## config.mk

```make
export PLATFORM = sky130hd
export DESIGN_NAME = adder_tree_pipe
export DESIGN_NICKNAME = d
export VERILOG_FILES = /design/src/rtl/adder_tree_pkg.sv /design/src/rtl/adder_tree_level.sv /design/src/rtl/adder_tree_pipe.sv
export SDC_FILE = /design/constraint.sdc
export NUM_CORES = 1
export LEC_CHECK = 0
export ABC_AREA = 1
export CAP_MARGIN = 10
export CORE_MARGIN = 2
export CORE_UTILIZATION = 56
export DETAILED_ROUTE_END_ITERATION = 8
export GPL_TIMING_DRIVEN = 0
export PLACE_DENSITY = 0.78
export SLEW_MARGIN = 25
export SYNTH_ARGS = -nofsm -noshare
export SYNTH_HDL_FRONTEND = slang
export SYNTH_SLANG_ARGS = --single-unit
```

## constraint.sdc

```tcl
create_clock -name clk -period 2.1 [get_ports clk]
set_input_delay 0.63 -clock clk [delete_from_list [all_inputs] [get_ports clk]]
set_output_delay 0.63 -clock clk [all_outputs]
set_load 0.03 [all_outputs]
```

## src/rtl/adder_tree_pkg.sv

```systemverilog
// Shared definitions for the pipelined adder tree.
//  - Default parameter constants (operand width, tree depth, LSB segment width).
//  - stage_tag_t: valid bit plus signed-mode tag carried alongside every stage.
//  - Width helpers: lvl_w gives the result width of level k and msb_w the width of its MSB add.
package adder_tree_pkg;

  localparam int unsigned DefW    = 12;
  localparam int unsigned DefLvls = 3;
  localparam int unsigned DefSeg  = 7;

  typedef struct packed {
    logic valid;
    logic sgn;
  } stage_tag_t;

  // Result width after level k (level 0 = raw operands).
  function automatic int unsigned lvl_w(input int unsigned w, input int unsigned k);
    return w + k;
  endfunction

  // Width of the MSB add performed in level k.
  function automatic int unsigned msb_w(input int unsigned w, input int unsigned k,
                                        input int unsigned seg);
    return w + k - seg;
  endfunction

endpackage

```

## src/rtl/adder_tree_level.sv

```systemverilog
// One level of the pipelined adder tree: reduces 2*PAIRS operands of IW bits into PAIRS
// results of IW+1 bits over two register stages.
//  Stage 1: LSB add of bits [SEG-1:0] (SEG+1 bit result), MSBs of both operands delayed.
//  Stage 2: MSB add of the extended MSBs plus the registered LSB carry; LSB bits delayed.
// Ports:
//  clk_i, rst_ni  clock, synchronous active-low reset
//  en_i           advance; 0 = both stages hold
//  valid_i        incoming stage carries a sample
//  signed_i       sample mode tag (1 = two's complement)
//  data_i         2*PAIRS packed operands, operand i = data_i[i*IW +: IW]
//  valid_o        valid bit of the level result
//  signed_o       mode tag of the level result
//  data_o         PAIRS packed results, result p = data_o[p*(IW+1) +: IW+1]
module adder_tree_level
  import adder_tree_pkg::*;
#(
  parameter int unsigned IW    = 12,
  parameter int unsigned SEG   = 7,
  parameter int unsigned PAIRS = 4
) (
  input  logic                      clk_i,
  input  logic                      rst_ni,
  input  logic                      en_i,
  input  logic                      valid_i,
  input  logic                      signed_i,
  input  logic [2*PAIRS*IW-1:0]     data_i,
  output logic                      valid_o,
  output logic                      signed_o,
  output logic [PAIRS*(IW+1)-1:0]   data_o
);

  localparam int unsigned MIW = IW - SEG;            // MSB slice width entering the level
  localparam int unsigned MOW = msb_w(IW, 1, SEG);   // MSB add width, MIW + 1
  localparam int unsigned OW  = IW + 1;

  stage_tag_t tag1_d, tag1_q, tag2_d, tag2_q;

  logic [SEG:0]     lsb1_d [PAIRS];
  logic [SEG:0]     lsb1_q [PAIRS];
  logic [MIW-1:0]   amsb1_d [PAIRS];
  logic [MIW-1:0]   amsb1_q [PAIRS];
  logic [MIW-1:0]   bmsb1_d [PAIRS];
  logic [MIW-1:0]   bmsb1_q [PAIRS];
  logic [MOW-1:0]   msb2_d [PAIRS];
  logic [MOW-1:0]   msb2_q [PAIRS];
  logic [SEG-1:0]   lsb2_d [PAIRS];
  logic [SEG-1:0]   lsb2_q [PAIRS];

  always_comb begin
    tag1_d  = tag1_q;
    tag2_d  = tag2_q;
    lsb1_d  = lsb1_q;
    amsb1_d = amsb1_q;
    bmsb1_d = bmsb1_q;
    msb2_d  = msb2_q;
    lsb2_d  = lsb2_q;
    if (en_i) begin
      tag1_d = '{valid: valid_i, sgn: signed_i};
      tag2_d = tag1_q;
      for (int p = 0; p < int'(PAIRS); p++) begin
        lsb1_d[p]  = {1'b0, data_i[2*p*IW +: SEG]} + {1'b0, data_i[(2*p+1)*IW +: SEG]};
        amsb1_d[p] = data_i[2*p*IW + SEG +: MIW];
        bmsb1_d[p] = data_i[(2*p+1)*IW + SEG +: MIW];
        // Extension bit is the MSB only for signed samples, so one adder serves both modes.
        msb2_d[p]  = {tag1_q.sgn & amsb1_q[p][MIW-1], amsb1_q[p]}
                   + {tag1_q.sgn & bmsb1_q[p][MIW-1], bmsb1_q[p]}
                   + {{MIW{1'b0}}, lsb1_q[p][SEG]};
        lsb2_d[p]  = lsb1_q[p][SEG-1:0];
      end
    end
  end

  always_ff @(posedge clk_i) begin
    if (!rst_ni) begin
      tag1_q <= '0;
      tag2_q <= '0;
      for (int p = 0; p < int'(PAIRS); p++) begin
        lsb1_q[p]  <= '0;
        amsb1_q[p] <= '0;
        bmsb1_q[p] <= '0;
        msb2_q[p]  <= '0;
        lsb2_q[p]  <= '0;
      end
    end else begin
      tag1_q  <= tag1_d;
      tag2_q  <= tag2_d;
      lsb1_q  <= lsb1_d;
      amsb1_q <= amsb1_d;
      bmsb1_q <= bmsb1_d;
      msb2_q  <= msb2_d;
      lsb2_q  <= lsb2_d;
    end
  end

  for (genvar g = 0; g < int'(PAIRS); g++) begin : g_out
    assign data_o[g*OW +: OW] = {msb2_q[g], lsb2_q[g]};
  end

  assign valid_o  = tag2_q.valid;
  assign signed_o = tag2_q.sgn;

endmodule

```

## src/rtl/adder_tree_pipe.sv

```systemverilog
// Pipelined adder tree: sums N = 2**LVLS operands of W bits per sample, one sample per
// enabled clock, latency 2*LVLS enabled clocks. Each sample carries its own signed/unsigned
// mode; the result is exact in W+LVLS bits.
// Ports:
//  clk         rising-edge clock
//  rst_n       synchronous active-low reset, priority over en
//  en          pipeline advance; 0 = every stage holds
//  in_valid    in_data/in_signed carry a sample
//  in_signed   1 = operands two's complement, 0 = unsigned
//  in_data     N packed operands, operand i = in_data[i*W +: W]
//  out_valid   sum carries a result
//  sum         total of the N operands; holds its last value while out_valid=0
//  out_signed  mode tag of the sample on sum
module adder_tree_pipe
  import adder_tree_pkg::*;
#(
  parameter int unsigned W    = DefW,
  parameter int unsigned LVLS = DefLvls,
  parameter int unsigned SEG  = DefSeg
) (
  input  logic                      clk,
  input  logic                      rst_n,
  input  logic                      en,
  input  logic                      in_valid,
  input  logic                      in_signed,
  input  logic [(1<<LVLS)*W-1:0]    in_data,
  output logic                      out_valid,
  output logic [W+LVLS-1:0]         sum,
  output logic                      out_signed
);

  localparam int unsigned N  = 1 << LVLS;
  localparam int unsigned OW = lvl_w(W, LVLS);

  if (SEG >= W || SEG < 1 || LVLS < 1) begin : g_param_err
    $error("adder_tree_pipe: need 1 <= SEG < W and LVLS >= 1");
  end

  for (genvar k = 1; k <= int'(LVLS); k++) begin : g_lvl
    localparam int unsigned IW    = lvl_w(W, k - 1);
    localparam int unsigned PAIRS = N >> k;

    logic [2*PAIRS*IW-1:0]   din;
    logic                    vin;
    logic                    sin;
    logic [PAIRS*(IW+1)-1:0] dout;
    logic                    vout;
    logic                    sout;

    if (k == 1) begin : g_first
      assign din = in_data;
      assign vin = in_valid;
      assign sin = in_signed;
    end else begin : g_next
      assign din = g_lvl[k-1].dout;
      assign vin = g_lvl[k-1].vout;
      assign sin = g_lvl[k-1].sout;
    end

    adder_tree_level #(
      .IW    (IW),
      .SEG   (SEG),
      .PAIRS (PAIRS)
    ) u_level (
      .clk_i    (clk),
      .rst_ni   (rst_n),
      .en_i     (en),
      .valid_i  (vin),
      .signed_i (sin),
      .data_i   (din),
      .valid_o  (vout),
      .signed_o (sout),
      .data_o   (dout)
    );
  end

  logic          last_v;
  logic          last_s;
  logic [OW-1:0] last_d;

  assign last_v = g_lvl[LVLS].vout;
  assign last_s = g_lvl[LVLS].sout;
  assign last_d = g_lvl[LVLS].dout;

  logic          out_valid_d, out_valid_q;
  logic          out_signed_d, out_signed_q;
  logic [OW-1:0] sum_d, sum_q;

  // sum and its tag only load on a valid result so they hold across bubbles.
  always_comb begin
    out_valid_d  = out_valid_q;
    out_signed_d = out_signed_q;
    sum_d        = sum_q;
    if (en) begin
      out_valid_d = last_v;
      if (last_v) begin
        sum_d        = last_d;
        out_signed_d = last_s;
      end
    end
  end

  always_ff @(posedge clk) begin
    if (!rst_n) begin
      out_valid_q  <= 1'b0;
      out_signed_q <= 1'b0;
      sum_q        <= '0;
    end else begin
      out_valid_q  <= out_valid_d;
      out_signed_q <= out_signed_d;
      sum_q        <= sum_d;
    end
  end

  assign out_valid  = out_valid_q;
  assign out_signed = out_signed_q;
  assign sum        = sum_q;

endmodule

```

==> results.json, run 1 <==
{
  "outcome": "finished clean",
  "clkTransAtPathRegs_ns": 0.06,
  "maxSlewHeadroom_pct": 41.3,
  "cts.sinks": 258,
  "drv_cap": 0,
  "powerDensity_nw_per_um2": 831,
  "initial_core_util_pct": 56.7,
  "power_w": 0.0126,
  "gp_congestion": 0.929,
  "antenna_left": 0,
  "synth_area_um2": 12700,
  "place.port_buffers": 115,
  "tns_ns": 0,
  "htree_levels": 1,
  "synth_nets": 1910,
  "hold_violations": 0,
  "die_h_um": 155,
  "dr.max_layer_used": "met4",
  "grt-ovfl-total": 0,
  "hold_path_class": "reg2reg",
  "drive_above_1_share_pct": 6.25,
  "grt_pass1_vias": 10955,
  "max_freq_mhz": 504,
  "firstDrtPassIters": 5,
  "diodes": 0,
  "multi_input_area_um2": 6450,
  "synth-main-ff-cell": "dfxtp_1",
  "instances_no_fill": 2156,
  "ys_seq_area_share_pct": 40.6,
  "synthCells": 1707,
  "nets": 2054,
  "wl_met1_um": 14800,
  "viasPerCell": 5.44,
  "finClkSkew_ns": 0.0119,
  "worstMarginPinSlew_ns": 0.881,
  "critPathArrivalTime_ns": 2.40,
  "p_switching_w": 0.00336,
  "yosysTopAreaCellShare_pct": 40.6,
  "end_kind": "flip-flop",
  "clock_latency_ns": 0.53,
  "cp_max_fo": 3,
  "dr_wl_met2_um": 16000,
  "max_stage_delay_ns": 0.46,
  "p_int_w": 0.00924,
  "maxSlewViolCount": 0,
  "wl_met3_um": 2970,
  "place_hpwl_um": 25600,
  "antenna_found_initial": 0,
  "p_seq_share_pct": 43.4,
  "cts-root-buf": "clkbuf_16",
  "synth_top_area_cell": "dfxtp_1",
  "ys_seq_elements": 258,
  "worstReg2RegStart": "g_lvl[2].u_level.lsb1_q[15]",
  "hold_ws_ns": 0.458,
  "final_common_cell": "nor2_1",
  "nFillCells": 1960,
  "fp.dieW_um": 155,
  "yosys-top-cells-area": "dfxtp_1 (41%), nor2_1 (9.2%), o21ai_0 (8.1%)",
  "areaGrowthSynthToFinish_pct": 19.2,
  "cts_tree": "yes",
  "p_leak_nw": 7.23,
  "io_pins": 118,
  "cts_buffers": 27,
  "crit_chain": "clkdlybuf4s50_1 -> ha_2 -> inv_1 -> fa_1 -> inv_1 -> nand2_1 -> nand2_1 -> nand3b_1 -> nand3_1 -> nand2_1 -> nor2_1 -> nor2_1",
  "wl_um": 35400,
  "r2r_slack_ns": 0.22,
  "fin_crit_ns": 1.98,
  "routed-via-count": 11734,
  "rows": 55,
  "min-delay-start": "g_lvl[1].u_level.data_o[22]",
  "dr.first_iter.drc_count": 830,
  "synth_edf_count": 0,
  "grt_pass1_wl_um": 55900,
  "crit_start": "in_data[24]",
  "seq_area_um2": 5160,
  "final_cell_mix": "nor2_1 (313), dfxtp_1 (258), nand2_1 (216), o21ai_0 (206), inv_1 (177)",
  "clock_path_buffers": 3,
  "async_flop_share_pct": 0,
  "rsz0062_at_grt": "false",
  "track_usage_pct": 29.5,
  "hold-path-cell-count": 2,
  "synth_cell_types": 26,
  "placedCellCount": 2107,
  "vdd_drop_max_v": 0.000541,
  "drc": 0,
  "grt_start_max_net_pins": 14,
  "reg2regPathDepth": 11,
  "slowest_stage": "clkdlybuf4s50_1",
  "die-area_um2": 23900,
  "path_class": "in2reg",
  "yosysWarnings": 0,
  "setup_viol": 0,
  "wl_per_cell_um": 16.4,
  "combinationalPowerShare_pct": 16.4,
  "p_clk_share_pct": 40.2,
  "required_ns": 2.51,
  "timing.final.ws_setup_ns": 0.117,
  "fp.coreArea_um2": 22400,
  "dp_slack_ns": -0.396,
  "crit_top_cell": "nand2_1",
  "avgSynthCellArea_um2": 7.45,
  "swShare_pct": 26.7,
  "start_kind": "input port",
  "post-route-period-util_pct": 94.5
}
flip-flops by register name, summed over array words and instances, names as in the netlist:
name	flops
g_lvl.u_level.lsb1_q	56
g_lvl.u_level.msb2_q	8
g_lvl.u_level.data_o	80
g_lvl.u_level.lsb2_q	7
g_lvl.u_level.signed_o	3
g_lvl.u_level.valid_o	3
g_lvl.u_level.bmsb1_q	39
out_signed	1
g_lvl.u_level.amsb1_q	39
out_valid	1
g_lvl.u_level.tag1_q	6
sum	15
cells by family (layout without fill, tap and decap cells):
group,after synthesis,in the layout,synth area share (%)
compound gates,390,390,15.8
fa+ha+maj,102,102,11.3
flops,258,258,40.6
simple gates,674,674,22.3
xor+xnor,19,19,1.31
buf+inv,264,428,8.68
Yosys cell counts, types with 3 or more instances:
master,instances
clkbuf_1,40
ha_1,81
o21ai_0,206
dfxtp_1,258
buf_4,8
nor2_1,313
xnor2_1,11
buf_2,30
a21oi_1,149
inv_1,177
o211ai_1,15
nand3_1,80
inv_2,3
xor2_1,8
nand3b_1,35
or2_2,22
buf_6,6
a211oi_1,7
fa_1,21
nand4_1,4
o21ai_1,13
nand2_1,216
routing by layer:
metal / vias up / global-route usage, %
li1: 5836 / -
met5: - / 0
met2: 422 / 49.4
met1: 5380 / 37.9
met4: 0 / 12.2
met3: 96 / 4.99
area by class of cell:
class                      instances  share of cell area, %
clock buffer                      40                   5.31
inverter                         180                   4.46
multi-input combinational       1185                   42.6
tap                              285                   2.35
timing repair buffer             115                   7.45
clock inverter                     9                  0.974
sequential                       258                   34.1
buffer                            84                   2.82
metrics by stage:
step           cell area (µm²)  utilization (%)
3_3_place_gp             14200             63.4
3_5_place_dp             14200             63.4
6_report                 15200             67.6
4_1_cts                  15200             67.5
2_1_floorplan            12700                -
5_1_grt                  15200             67.6
path summary, 6_finish.rpt:
check | to
setup / recovery | g_lvl[1].u_level.lsb1_q[22]
hold reg to reg | g_lvl[2].u_level.bmsb1_q[8]
setup reg to reg | g_lvl[2].u_level.data_o[11]
hold / removal | g_lvl[2].u_level.bmsb1_q[8]
worst max-delay path: cells and delay by family:
| family | cells | cell delay [ns] |
|---|---|---|
| buf+inv | 3 | 0.59 |
| fa+ha+maj | 2 | 0.59 |
| simple gates | 7 | 0.59 |
power groups by stage:
stage,clock [W],combinational [W],sequential (W)
5_1_grt,0.00530,0.00231,0.00550
2_1_floorplan,0,0.00134,0.00553
3_5_place_dp,0,0.00203,0.00557
4_1_cts,0.00510,0.00205,0.00546
6_report,0.00506,0.00207,0.00547
3_3_place_gp,0,0.00199,0.00556
repair_timing:
item / 4_1_cts / 5_1_grt
resized for setup: 17 / 2
setup buffers: 0 / 0
hold buffers: 0 / 0
setup endpoints to repair: 17 / 3
No activity file was read; power rests on OpenSTA's default activity.
==> inputs of run 2 (changes only) <==
--- a/config.mk
+++ b/config.mk
@@ -12,6 +12,7 @@
 export DETAILED_ROUTE_END_ITERATION = 8
 export GPL_TIMING_DRIVEN = 0
 export PLACE_DENSITY = 0.78
+export SKIP_LAST_GASP = 1
 export SLEW_MARGIN = 25
 export SYNTH_ARGS = -nofsm -noshare
 export SYNTH_HDL_FRONTEND = slang
==> results of run 2 <==
Final layout, timing and power as in run 1 (identical DEF).
==> inputs of run 3 (changes only) <==
--- a/config.mk
+++ b/config.mk
@@ -5,13 +5,12 @@
 export SDC_FILE = /design/constraint.sdc
 export NUM_CORES = 1
 export LEC_CHECK = 0
-export ABC_AREA = 1
 export CAP_MARGIN = 10
-export CORE_MARGIN = 2
-export CORE_UTILIZATION = 56
+export CORE_MARGIN = 5
+export CORE_UTILIZATION = 58
 export DETAILED_ROUTE_END_ITERATION = 8
 export GPL_TIMING_DRIVEN = 0
-export PLACE_DENSITY = 0.78
+export PLACE_DENSITY = 0.8
 export SKIP_LAST_GASP = 1
 export SLEW_MARGIN = 25
 export SYNTH_ARGS = -nofsm -noshare
==> run 3 against run 2 <==
  * Sequential share of layout area is 1.5 points lower
  * Global-route usage is 1.7 points lower
  * Via count is 6.4% lower
  * Total power is 6.4% lower
  * Clock skew is 0.0011 ns higher
  * Sequential power is 3.8% lower
  * Core utilization is 2.3 points higher
  * Design area is 4.7% higher
  * Final cell count is 15% lower
  * Combinational power is 23% lower
  * Register-to-register slack worse by 0.16 ns
  * Critical endpoint is now g_lvl[1].u_level.data_o[32]
  * Largest cell class unchanged
==> results.json, run 3 <==
{
  "met2_usage_pct": 45.3,
  "drv_cap": 0,
  "finClkSkew_ns": 0.0130,
  "power_w": 0.0118,
  "p_seq_share_pct": 44.6,
  "vdd_drop_max_v": 0.000726,
  "cts_buffers": 28,
  "yosys-top-cells-area": "dfxtp_1 (38%), mux2i_1 (11%), nor2b_1 (9.1%)",
  "grt-ovfl-total": 0,
  "post-route-util_pct": 69.9,
  "p_int_w": 0.00882,
  "synthCells": 1378,
  "track_usage_pct": 27.8,
  "hold_violations": 0,
  "grt_pass1_wl_um": 58100,
  "io_pins": 118,
  "synth_cell_types": 48,
  "required_ns": 2.57,
  "synth_edf_count": 0,
  "yosys-top-cells-count": "dfxtp_1 (258), nor2b_1 (196), mux2i_1 (153), nand2_1 (92), ha_1 (81)",
  "timing.final.ws_setup_ns": 0.0181,
  "fin_crit_ns": 2.08,
  "routed-via-count": 10984,
  "combinationalPowerShare_pct": 13.6,
  "hold_buffers": 0,
  "wl_per_cell_um": 20.5,
  "dp_slack_ns": -0.460,
  "grt_busiest_layer": "met2",
  "synth_most_common_cell": "dfxtp_1",
  "post_cts_buffers": 0,
  "place_hpwl_um": 27400,
  "cts.sinks": 258,
  "firstDrtPassIters": 5,
  "worstMarginPinSlew_ns": 1.00,
  "grtUsageMet1_pct": 38.0,
  "ys_seq_elements": 258,
  "largest_reg_flops": 80,
  "die-area_um2": 26300,
  "drc": 0,
  "grt_use_met3_pct": 4.90,
  "setup_viol": 0,
  "diodes": 0,
  "final_cell_mix": "dfxtp_1 (258), nor2b_1 (195), mux2i_1 (153), clkdlybuf4s50_1 (99), nand2_1 (92)",
  "htree_levels": 1,
  "r2r_slack_ns": 0.06,
  "maxSlewViolCount": 0,
  "synth-main-ff-cell": "dfxtp_1",
  "grt_pass1_vias": 10731,
  "antenna_found_initial": 1,
  "swShare_pct": 25.2,
  "post-route-period-util_pct": 99.1,
  "place.port_buffers": 116,
  "die_h_um": 162,
  "end_kind": "flip-flop",
  "hold_path_class": "reg2reg",
  "outcome": "finished clean",
  "path_class": "in2reg",
  "antenna_left": 0,
  "p_clk_share_pct": 41.8,
  "multi_input_area_um2": 7670,
  "synth_top_area_cell": "dfxtp_1",
  "drive_above_1_share_pct": 7.44,
  "cp_max_fo": 10,
  "rows": 55,
  "gp_congestion": 0.951,
  "maxSlewHeadroom_pct": 33.1,
  "areaGrowthSynthToFinish_pct": 18.1,
  "synth_nets": 1581,
  "powerDensity_nw_per_um2": 743,
  "max_freq_mhz": 480,
  "final_common_cell": "dfxtp_1",
  "ys_seq_area_share_pct": 38.5,
  "ctsResizeCount": 17,
  "yosysWarnings": 0,
  "async_flop_share_pct": 0,
  "wl_um": 37500,
  "start_kind": "input port",
  "avgSynthCellArea_um2": 9.75,
  "cts-root-buf": "clkbuf_16",
  "fp.coreArea_um2": 22700,
  "synth_area_um2": 13400,
  "dr.first_iter.drc_count": 871,
  "clkTransAtPathRegs_ns": 0.06,
  "yosysTopAreaCellShare_pct": 38.5,
  "viasPerCell": 6.00,
  "nets": 1727,
  "seq_area_um2": 5160,
  "clock_path_buffers": 3,
  "nFillCells": 1786,
  "hold_ws_ns": 0.456,
  "critPathArrivalTime_ns": 2.55,
  "tns_ns": 0,
  "initial_core_util_pct": 59.2,
  "p_leak_nw": 6.91,
  "fp.dieW_um": 162,
  "grt_start_max_net_pins": 14,
  "p_switching_w": 0.00297,
  "cts_tree": "yes",
  "clock_latency_ns": 0.54,
  "rsz0062_at_grt": "false"
}
run 3: changes by cell type after synthesis, sizes merged, moves of 29 or more:
cell	change
a21boi	+29
a21oi	-106
inv	-130
mux2i	+153
nand2	-125
nand3	-52
nand3b	-30
nor2	-294
nor2b	+196
nor3	+29
o21a	+41
o21ai	-193
run 3: power groups by stage:
stage	registers, W	clock network [W]	logic, W
6_report	0.00526	0.00493	0.00160
5_1_grt	0.00528	0.00518	0.00173
4_1_cts	0.00526	0.00497	0.00158
3_5_place_dp	0.00536	0	0.00157
3_3_place_gp	0.00535	0	0.00152
2_1_floorplan	0.00531	0	0.00101
run 3: cells by family after synthesis:
kind of cell    after synthesis  synth area share [%]
flops                       258                  38.5
simple gates                428                  18.0
compound gates              288                  15.5
fa+ha+maj                   102                  10.7
mux                         156                  11.7
buf+inv                     129                  4.50
xor+xnor                     17                  1.11
run 3: metrics by stage:
| stage | instances | area, µm² |
|---|---|---|
| after floorplan | 1378 | 13400 |
| after CTS | 1830 | 15900 |
| after detailed placement | 1779 | 15000 |
| final | 1830 | 15900 |
| after global placement | 1779 | 15000 |
| after global routing | 1830 | 15900 |
run 3: per-layer routing:
metal / up-vias / part of all wire, % / wire length (µm)
met5: - / 0 / 0
li1: 5200 / - / -
met2: 458 / 45 / 17000
met3: 90 / 8.7 / 3280
met4: 0 / 3.2 / 1200
met1: 5236 / 43 / 16000
run 3: area by class of cell:
cell class / count / share of cell area, %
multi-input combinational: 991 / 48.4
sequential: 258 / 32.6
timing repair buffer: 116 / 7.18
clock buffer: 42 / 5.20
buffer: 79 / 2.63
tap: 285 / 2.25
inverter: 50 / 1.18
clock inverter: 9 / 0.654
run 3: path summary, 6_finish.rpt:
path                            cells after the start                       start                     endpoint
worst min register to register                      2                      sum[1]                       sum[1]
worst min-delay path                                2                      sum[1]                       sum[1]
worst max register to register                      7  g_lvl[2].u_level.lsb1_q[7]  g_lvl[2].u_level.data_o[25]
worst max-delay path                                5                       rst_n  g_lvl[1].u_level.data_o[32]
run 3: critical path, cell delays in order:
cell             delay [ns]
clkdlybuf4s50_1        0.59
buf_4                  0.23
buf_2                  0.28
clkbuf_1               0.59
nor2b_1                0.23
